$ cat config.mk
export PLATFORM = sky130hd
export DESIGN_NAME = can_error_manager
export DESIGN_NICKNAME = d
export VERILOG_FILES = /design/src/rtl/can_err_pkg.sv /design/src/rtl/can_busoff_recovery.sv /design/src/rtl/can_error_manager.sv
export SDC_FILE = /design/constraint.sdc
export NUM_CORES = 1
export LEC_CHECK = 0
export BUFFER_PORTS_ARGS = -buffer_cell sky130_fd_sc_hd__buf_2
export CAP_MARGIN = 20
export CORE_MARGIN = 5
export CORE_UTILIZATION = 45
export CTS_CLUSTER_DIAMETER = 50
export CTS_CLUSTER_SIZE = 25
export DETAILED_ROUTE_END_ITERATION = 8
export PLACE_DENSITY = 0.64
export SLEW_MARGIN = 20
export SYNTH_ARGS = -nofsm -noshare
export SYNTH_HDL_FRONTEND = slang
export SYNTH_SLANG_ARGS = --single-unit
export TNS_END_PERCENT = 10
$ cat constraint.sdc
create_clock -name clk -period 5.4 [get_ports clk]
set_clock_uncertainty 0.1 [all_clocks]
set_input_delay 0.54 -clock clk [delete_from_list [all_inputs] [get_ports clk]]
set_output_delay 0.54 -clock clk [all_outputs]
set_load 0.03 [all_outputs]
$ cat src/rtl/can_err_pkg.sv
// Shared types and constants for the CAN fault-confinement block.
package can_err_pkg;

  typedef enum logic [1:0] {
    FC_ACTIVE  = 2'd0,
    FC_PASSIVE = 2'd1,
    FC_BUS_OFF = 2'd2
  } fc_state_e;

  typedef enum logic [2:0] {
    ERR_NONE  = 3'd0,
    ERR_BIT   = 3'd1,
    ERR_STUFF = 3'd2,
    ERR_FORM  = 3'd3,
    ERR_ACK   = 3'd4,
    ERR_CRC   = 3'd5
  } err_code_e;

  localparam int ERR_BIT_IDX   = 4;
  localparam int ERR_STUFF_IDX = 3;
  localparam int ERR_FORM_IDX  = 2;
  localparam int ERR_ACK_IDX   = 1;
  localparam int ERR_CRC_IDX   = 0;

  localparam int TX_ERR_INC    = 8;
  localparam int RX_ERR_INC    = 1;
  localparam int REC_RESET_VAL = 119;

  // Highest-priority cause wins: bit > stuff > form > ack > crc.
  function automatic err_code_e prio_code(input logic [4:0] v);
    if (v[ERR_BIT_IDX])   return ERR_BIT;
    if (v[ERR_STUFF_IDX]) return ERR_STUFF;
    if (v[ERR_FORM_IDX])  return ERR_FORM;
    if (v[ERR_ACK_IDX])   return ERR_ACK;
    if (v[ERR_CRC_IDX])   return ERR_CRC;
    return ERR_NONE;
  endfunction

endpackage

$ cat src/rtl/can_busoff_recovery.sv
// Counts runs of recessive sample points while in bus-off and pulses
// recovery_done on the bit that completes the final required sequence.
module can_busoff_recovery #(
  parameter int RECESSIVE_RUN = 11,
  parameter int RECOVERY_SEQS = 128
) (
  input  logic clk,
  input  logic rst,
  input  logic enable,
  input  logic sample_point,
  input  logic rx_bit,
  output logic recovery_done
);

  localparam int RUN_W = $clog2(RECESSIVE_RUN + 1);
  localparam int SEQ_W = $clog2(RECOVERY_SEQS + 1);

  logic [RUN_W-1:0] run_cnt;
  logic [SEQ_W-1:0] seq_cnt;
  logic             run_full;
  logic             seq_full;

  assign run_full      = (run_cnt == RUN_W'(RECESSIVE_RUN - 1));
  assign seq_full      = (seq_cnt == SEQ_W'(RECOVERY_SEQS - 1));
  assign recovery_done = enable & sample_point & rx_bit & run_full & seq_full;

  // Counters stay cleared whenever the node is not in bus-off.
  always_ff @(posedge clk) begin
    if (rst || !enable) begin
      run_cnt <= '0;
      seq_cnt <= '0;
    end else if (sample_point) begin
      if (!rx_bit) begin
        run_cnt <= '0;
      end else if (run_full) begin
        run_cnt <= '0;
        seq_cnt <= seq_full ? '0 : seq_cnt + SEQ_W'(1);
      end else begin
        run_cnt <= run_cnt + RUN_W'(1);
      end
    end
  end

endmodule

$ cat src/rtl/can_error_manager.sv
// TEC/REC bookkeeping, fault confinement and error-frame request generation
// between the CAN error-detection stage and the MAC.
module can_error_manager
  import can_err_pkg::*;
#(
  parameter int CNT_W         = 9,
  parameter int WARN_LIMIT    = 96,
  parameter int PASSIVE_LIMIT = 128,
  parameter int BUSOFF_LIMIT  = 256,
  parameter int RECESSIVE_RUN = 11,
  parameter int RECOVERY_SEQS = 128
) (
  input  logic             clk,
  input  logic             rst,
  input  logic             sample_point,
  input  logic             rx_bit,
  input  logic             tx_active,
  input  logic [4:0]       err_vec,
  input  logic             tx_success,
  input  logic             rx_success,
  input  logic             err_ack,
  output logic [CNT_W-1:0] tec,
  output logic [CNT_W-1:0] rec,
  output logic [1:0]       fc_state,
  output logic             error_warning,
  output logic             err_req,
  output logic [2:0]       err_code
);

  localparam logic [CNT_W-1:0] CNT_MAX = '1;
  localparam logic [CNT_W-1:0] WARN_L  = CNT_W'(WARN_LIMIT);
  localparam logic [CNT_W-1:0] PASS_L  = CNT_W'(PASSIVE_LIMIT);
  localparam logic [CNT_W-1:0] BOFF_L  = CNT_W'(BUSOFF_LIMIT);
  localparam logic [CNT_W-1:0] REC_RST = CNT_W'(REC_RESET_VAL);

  fc_state_e        state_q, state_d;
  err_code_e        code_q, code_d, new_code;
  logic [CNT_W-1:0] tec_q, tec_d, rec_q, rec_d;
  logic             warn_q, warn_d, req_q, req_d;
  logic [CNT_W:0]   tec_sum, rec_sum;
  logic [CNT_W-1:0] tec_inc, rec_inc;
  logic             bus_off, err_event, ack_exempt, recovery_done;

  can_busoff_recovery #(
    .RECESSIVE_RUN(RECESSIVE_RUN),
    .RECOVERY_SEQS(RECOVERY_SEQS)
  ) u_recovery (
    .clk          (clk),
    .rst          (rst),
    .enable       (bus_off),
    .sample_point (sample_point),
    .rx_bit       (rx_bit),
    .recovery_done(recovery_done)
  );

  assign bus_off    = (state_q == FC_BUS_OFF);
  assign err_event  = (|err_vec) && !bus_off;
  assign new_code   = prio_code(err_vec);
  assign ack_exempt = (state_q == FC_PASSIVE) && (new_code == ERR_ACK);

  assign tec_sum = {1'b0, tec_q} + (CNT_W+1)'(TX_ERR_INC);
  assign rec_sum = {1'b0, rec_q} + (CNT_W+1)'(RX_ERR_INC);
  assign tec_inc = tec_sum[CNT_W] ? CNT_MAX : tec_sum[CNT_W-1:0];
  assign rec_inc = rec_sum[CNT_W] ? CNT_MAX : rec_sum[CNT_W-1:0];

  always_ff @(posedge clk) begin
    if (rst) begin
      state_q <= FC_ACTIVE;
      tec_q   <= '0;
      rec_q   <= '0;
      warn_q  <= 1'b0;
      req_q   <= 1'b0;
      code_q  <= ERR_NONE;
    end else begin
      state_q <= state_d;
      tec_q   <= tec_d;
      rec_q   <= rec_d;
      warn_q  <= warn_d;
      req_q   <= req_d;
      code_q  <= code_d;
    end
  end

  // An error in the same cycle as a success pulse wins; state follows next counters.
  always_comb begin
    state_d = state_q;
    tec_d   = tec_q;
    rec_d   = rec_q;
    req_d   = req_q;
    code_d  = code_q;
    if (bus_off) begin
      req_d  = 1'b0;
      code_d = ERR_NONE;
      if (recovery_done) begin
        tec_d   = '0;
        rec_d   = '0;
        state_d = FC_ACTIVE;
      end
    end else begin
      if (err_event) begin
        if (tx_active) begin
          if (!ack_exempt) tec_d = tec_inc;
        end else begin
          rec_d = rec_inc;
        end
      end else begin
        if (tx_success && (tec_q != '0)) tec_d = tec_q - CNT_W'(1);
        if (rx_success) begin
          if (rec_q >= PASS_L)     rec_d = REC_RST;
          else if (rec_q != '0)    rec_d = rec_q - CNT_W'(1);
        end
      end

      if (tec_d >= BOFF_L)                         state_d = FC_BUS_OFF;
      else if ((tec_d >= PASS_L) || (rec_d >= PASS_L)) state_d = FC_PASSIVE;
      else                                         state_d = FC_ACTIVE;

      // An ack in the same cycle as a new error clears and immediately re-arms.
      if (err_event && (!req_q || err_ack)) begin
        req_d  = 1'b1;
        code_d = new_code;
      end else if (err_ack && req_q) begin
        req_d  = 1'b0;
        code_d = ERR_NONE;
      end

      if (state_d == FC_BUS_OFF) begin
        req_d  = 1'b0;
        code_d = ERR_NONE;
      end
    end
    warn_d = (tec_d >= WARN_L) || (rec_d >= WARN_L);
  end

  assign tec           = tec_q;
  assign rec           = rec_q;
  assign fc_state      = state_q;
  assign error_warning = warn_q;
  assign err_req       = req_q;
  assign err_code      = code_q;

endmodule

# --- Word level (Yosys, flattened, before mapping) ---
# Cells that the tools add are included.
op_classes:
  n_addsub: 6
  n_lt_le_gt_ge: 6
  eq_ne: 7
  muxes: 54
  n_bitwise: 4
  reduce_logical: 17
ops:
  columns: ["op", "n"]
  rows:
  - ["two-way mux 9 bit", 17]
  - ["two-way mux 3 bit", 12]
  - ["greater-or-equal comparator 9 x 8 -> 1 bit (second input constant)", 3]
  - ["greater-or-equal comparator 9 x 7 -> 1 bit (second input constant)", 2]
  - ["two-way mux 1 bit", 18]
  - ["nonzero test 9 bit", 2]
  - ["subtractor 9 x 1 -> 9 bit (second input constant)", 2]
  - ["adder 9 x 1 -> 10 bit (second input constant)", 1]
  - ["adder 9 x 4 -> 10 bit (second input constant)", 1]
  - ["greater-or-equal comparator 9 bit (second input constant)", 1]
  - ["adder 8 x 1 -> 8 bit (second input constant)", 1]
  - ["== test 8 x 7 -> 1 bit (second input constant)", 1]
  - ["two-way mux 2 bit", 4]
  - ["two-way mux 4 bit", 2]
  - ["two-way mux 8 bit", 1]
  - ["logical AND 1 bit", 5]
  - ["OR reduction 5 bit", 1]
  - ["adder 4 x 1 -> 4 bit (second input constant)", 1]
  - ["bitwise AND 1 bit", 4]
  - ["== test 2 bit (second input constant)", 2]
  - ["== test 4 bit (second input constant)", 1]
  - ["logical OR 1 bit", 4]
  - ["== test 3 bit (second input constant)", 1]
  - ["AND reduction 3 bit", 1]
  - ["other kinds (5)", 6]
word_totals:
  reg_bits: 37
  input_bits: 13
  output_inout_bits: 25

# --- Depth between registers and ports, before layout ---
depth:
  ltp_word: 29
  mapped_depth: 8
  depth_no_buf: 8

# --- By module ---
# From an unflattened synthesis, not the netlist that was laid out.
hier_totals:
  hier_cells: 362
  hier_area_um2: 2766.4
modules_own_cells:
  columns: ["module", "instances", "cells_per_inst", "area_per_inst_um2", "seq_area_each_um2"]
  rows:
  - ["can_error_manager", 1, 291, 2144.6, 500.5]
  - ["can_busoff_recovery", 1, 71, 621.8, 240.2]

# --- Least setup slack after synthesis ---
# OpenSTA, ideal clock, no wires.
synth_timing:
  path_kind: "register to register"
  startpoint: "register tec_q[0] (netlist: tec[0])"
  endpoint: "register warn_q (netlist: error_warning)"
  arrival_ns: 2.138
  required_ns: 5.159
  path_slack_ns: 3.020
  path_stages_with_launch: 9
  synth_period_minus_slack_ns: 2.380
  path_cell_list: "dfxtp_1 inv_1 ha_1 or4b_4 or4b_4 xnor2_2 nor2_1 o211ai_2 o221ai_1"
synth_between:
  elab_chain_cells: 9
  elab_cells_between_ends: 14
  cone_classes: "add/sub: 2; order compare: 1; mux: 8; reduce/logical: 3"
synth_rtl:
  columns: ["element", "line", "source"]
  rows:
  - ["start: declaration", "can_error_manager.sv:38", "logic [CNT_W-1:0] tec_q, tec_d, rec_q, rec_d;"]
  - ["start signal: assignment", "can_error_manager.sv:76", "tec_q <= tec_d;"]
  - ["adder 9 x 4 -> 10 bit", "can_error_manager.sv:61", "assign tec_sum = {1'b0, tec_q} + (CNT_W+1)'(TX_ERR_INC);"]
  - ["two-way mux 9 bit", "can_error_manager.sv:63", "assign tec_inc = tec_sum[CNT_W] ? CNT_MAX : tec_sum[CNT_W-1:0];"]
  - ["two-way mux 9 bit", "can_error_manager.sv:102", "if (!ack_exempt) tec_d = tec_inc;"]
  - ["two-way mux 9 bit", "can_error_manager.sv:101", "if (tx_active) begin"]
  - ["two-way mux 9 bit", "can_error_manager.sv:100", "if (err_event) begin"]
  - ["two-way mux 9 bit", "can_error_manager.sv:91", "if (bus_off) begin"]
  - ["two-way mux 9 bit (*)", "can_error_manager.sv:91", null]
  - ["greater-or-equal comparator 9 x 7 -> 1 bit (*)", "can_error_manager.sv:132", "warn_d = (tec_d >= WARN_L) || (rec_d >= WARN_L);"]
  - ["logical OR 1 bit (*)", "can_error_manager.sv:132", null]
  - ["end signal: assignment", "can_error_manager.sv:78", "warn_q <= warn_d;"]
  - ["end: declaration", "can_error_manager.sv:39", "logic warn_q, warn_d, req_q, req_d;"]
# Every way passes the cells marked *; elsewhere a longest branch is shown, timed or not. The select of a mux whose other input is x is not followed.
# A chain may end at the register's enable or synchronous reset.

# --- Final worst setup path ---
layout_timing:
  startpoint: "register state_q[1] (netlist: fc_state[1])"
  endpoint: "register warn_q (netlist: error_warning)"
layout_between:
  elab_chain_cells: 9
  elab_cells_between_ends: 22
  cone_classes: "order compare: 2; eq/ne: 2; mux: 10; bitwise: 4; reduce/logical: 4"
layout_rtl:
  columns: ["element", "line", "source"]
  rows:
  - ["start: declaration", "can_error_manager.sv:36", "fc_state_e state_q, state_d;"]
  - ["start signal: assignment", "can_error_manager.sv:75", "state_q <= state_d;"]
  - ["== test 2 bit or == test 2 x 1 -> 1 bit (tied branches)", "can_error_manager.sv:56, can_error_manager.sv:59", null]
  - ["bitwise AND 1 bit or logical AND 1 bit (tied branches)", "can_busoff_recovery.sv:25, can_error_manager.sv:59", null]
  - ["bitwise AND 1 bit or two-way mux 9 bit (tied branches)", "can_busoff_recovery.sv:25, can_error_manager.sv:102", null]
  - ["bitwise AND 1 bit or two-way mux 9 bit (tied branches)", "can_busoff_recovery.sv:25, can_error_manager.sv:101", null]
  - ["bitwise AND 1 bit or two-way mux 9 bit (tied branches)", "can_busoff_recovery.sv:25, can_error_manager.sv:100", null]
  - ["two-way mux 9 bit (on tied branches)", "can_error_manager.sv:94, can_error_manager.sv:91", null]
  - ["two-way mux 9 bit", "can_error_manager.sv:91", null]
  - ["greater-or-equal comparator 9 x 7 -> 1 bit", "can_error_manager.sv:132", null]
  - ["logical OR 1 bit (*)", "can_error_manager.sv:132", null]
# Marks and branches as above.

==> summary.md <==
| Metric | Value |
|---|---|
| Status | `complete, no violations` |
| Critical Path AT | `3060 ps` |
| Critical path's largest stage delay | `720 ps` |
| IO Port Bufs | `37` |
| Htree depth | `2` |
| Yosys reg bits | `37` |
| DP Area | `2804 µm²` |
| Worst path cell trace | `nor2b_1 -> a21oi_1 -> nor4b_2 -> o32ai_1 -> a2111oi_1 -> o221ai_1` |
| Fillcell total | `572` |
| Sequential cell area fraction in the yosys report | `0.2841` |
| Clock latency on the worst-skew pair | `300 ps` |
| DRC | `0` |
| Syn. warnings | `0` |
| Nets@finish | `392` |
| Hold Buf Count CTS | `0` |
| Worst path slowest cell | `nor2b_1` |
| Pin count of the biggest net entering global routing | `25` |
| Multi-input logic area | `1732 µm²` |
| Post-CTS setup repair buffer count | `0` |
| Yosys cell types | `66` |
| Setup violations, final | `0` |
| Max FO, Critical Path | `14` |
| Synth-to-layout area growth | `11.42%` |
| Max Clock Freq | `333.0 MHz` |
| TNS Setup | `0 ps` |
| Post-Syn Nets | `363` |
| Critical Path Start Type | `flip-flop` |
| Cell count after synthesis | `341` |
| First-pass GRT wire length | `12.08 mm` |
| Most frequent cells in the layout | `42 x nor2_1, 37 x dfxtp_1, 37 x buf_2, 32 x a21oi_1, 24 x o21ai_0` |
| Relative slew slack | `0.2875` |
| Via count | `2733` |
| Number of flops mapped to enable cells by yosys | `0` |
| CTS tree | `yes` |
| Initial Utilization | `0.4678` |
| Reg2reg start | `fc_state[1]` |
| Die area | `7417 µm²` |
| Post-layout util | `0.5212` |
| Power Dens Cells | `232.8 nW/µm²` |
| Worst Tran Pin Value | `1069 ps` |
| Area fraction of the dominant cell type after synthesis | `0.2841` |
| Mapped Area | `2608 µm²` |
| Max Slew Vio Count | `0` |
| Static leakage power | `0.001136 µW` |
| Average cell area after synthesis | `7.647 µm²` |
| CTS buffer count | `5` |
| Deepest clock path buffer count | `2` |
| R2R Setup Slk | `2400 ps` |
| Drt initial violations | `229` |
| Post-detail-place hpwl | `5.312 mm` |
| Critical path type | `reg2reg` |
| Row count | `27` |
| Vias in the first global route | `2508` |
| Vias per cell | `6.169` |
| ANT cells | `0` |
| Routed Antenna Nets | `0` |
| Routability Congestion | `0.9113` |
| Remaining Overflow, GRT | `0` |
| Initial antenna violation count | `0` |
| Ys flop type | `dfxtp_1` |
| CTS root buffer | `clkbuf_8` |
| Ranking of synthesized cells by area | `dfxtp_1 28%, a21oi_1 6.1%, nor2_1 6.0%` |
| Worst-path clk slew | `70 ps` |
| Drt total wl | `7.300 mm` |
| Register area | `740.7 µm²` |
| Die width | `86.12 µm` |
| Critical path required time | `5460 ps` |
| Synth async-reset ratio | `0` |
| Sink Count | `37` |
| Setup crit start | `fc_state[1]` |
| Leading area contributor after synthesis | `dfxtp_1` |
| Period utilization | `0.5561` |
| PostCTS Resize Cnt | `0` |
| Final hold vios | `0` |
| GRT Overall Usage | `0.2001` |
| Design Area, Final | `2905 µm²` |
| DR pass1 iterations | `5` |
| Worst Hold Class | `reg2reg` |
| Layout cell share with drive strength beyond 1 | `0.1590` |
| Total Power | `676.5 µW` |
| Most common cell after layout, fill and taps aside | `nor2_1` |
| I/O pin cnt | `38` |
| Hold Startpoint | `err_code[1]` |
| Overall die height | `86.12 µm` |
| Crit path capture type | `flip-flop` |
| RSZ-0062 raised after global routing | `false` |
| Maxcap violations | `0` |
| Largest vdd supply drop | `0.1215 mV` |
| Period minus WS final | `3003 ps` |
| Core area | `5574 µm²` |
| Wire length per cell | `16.48 µm` |
==> layer usage <==
layer  wire length, µm  global-route usage  vias up
li1                  -                   -     1337
met1              3407              0.2733     1257
met2              3250              0.3139      123
met3               501             0.03362       16
met4               140             0.07482        0
met5                 0                   0        -
==> synth_stat cells, types with 5 or more instances <==
library cell and count:
a21oi_1 32, a31oi_1 6, and3_1 5, clkbuf_1 9, dfxtp_1 37, ha_1 9, inv_1 15, nand2_1 18
nand2b_1 6, nand3_1 13, nand4_1 6, nor2_1 42, nor3_1 16, o21ai_0 24, o31ai_1 5, or3_1 6
xor2_1 5
==> cells by family after synthesis <==
kind of cell | synth area share
simple gates | 0.2879
compound gates | 0.2846
flops | 0.2841
buf+inv | 0.05182
xor+xnor | 0.03311
fa+ha+maj | 0.04319
mux | 0.01536
==> power breakdown <==
part | total, µW | switching, µW | internal (µW)
logic | 152 | 93.9 | 58.3
registers | 304 | 20.6 | 283
clock network | 220 | 105 | 116
total | 676 | 219 | 457
==> cell type report <==
class	count	share of cell area
inverters	15	0.01938
repair buffers	37	0.06374
clock inverters	1	0.001723
well taps	72	0.03101
flip-flops and latches	37	0.2550
clock buffers	7	0.03316
multi-input cells	274	0.5960
==> worst max-delay path, delay by kind of cell (launching register included) <==
family,cells,cell delay [ps]
compound gates,4,1240
simple gates,2,1170
flops,1,360
==> per-stage QoR <==
stage / worst slack [ps] / hold WS [ps] / instances
6_report: 2397 / 389.1 / 443
5_1_grt: 2164 / 427.5 / 443
4_1_cts: 2513 / 395.7 / 443
3_5_place_dp: 2486 / 378.0 / 435
3_3_place_gp: 2581 / 374.1 / 435
2_1_floorplan: 3020 / 366.1 / 341
==> path summary, 6_finish.rpt <==
| path | cells after the start | end |
|---|---|---|
| max | 6 | error_warning |
| min | 2 | err_code[1] |
| max reg2reg | 6 | error_warning |
| min reg2reg | 2 | err_code[1] |
==> registers in the layout, summed over array words and instances (netlist names) <==
register	flops
err_code	3
err_req	1
error_warning	1
fc_state	2
rec	9
tec	9
u_recovery.run_cnt	4
u_recovery.seq_cnt	8
No activity file was read; power rests on OpenSTA's default activity.
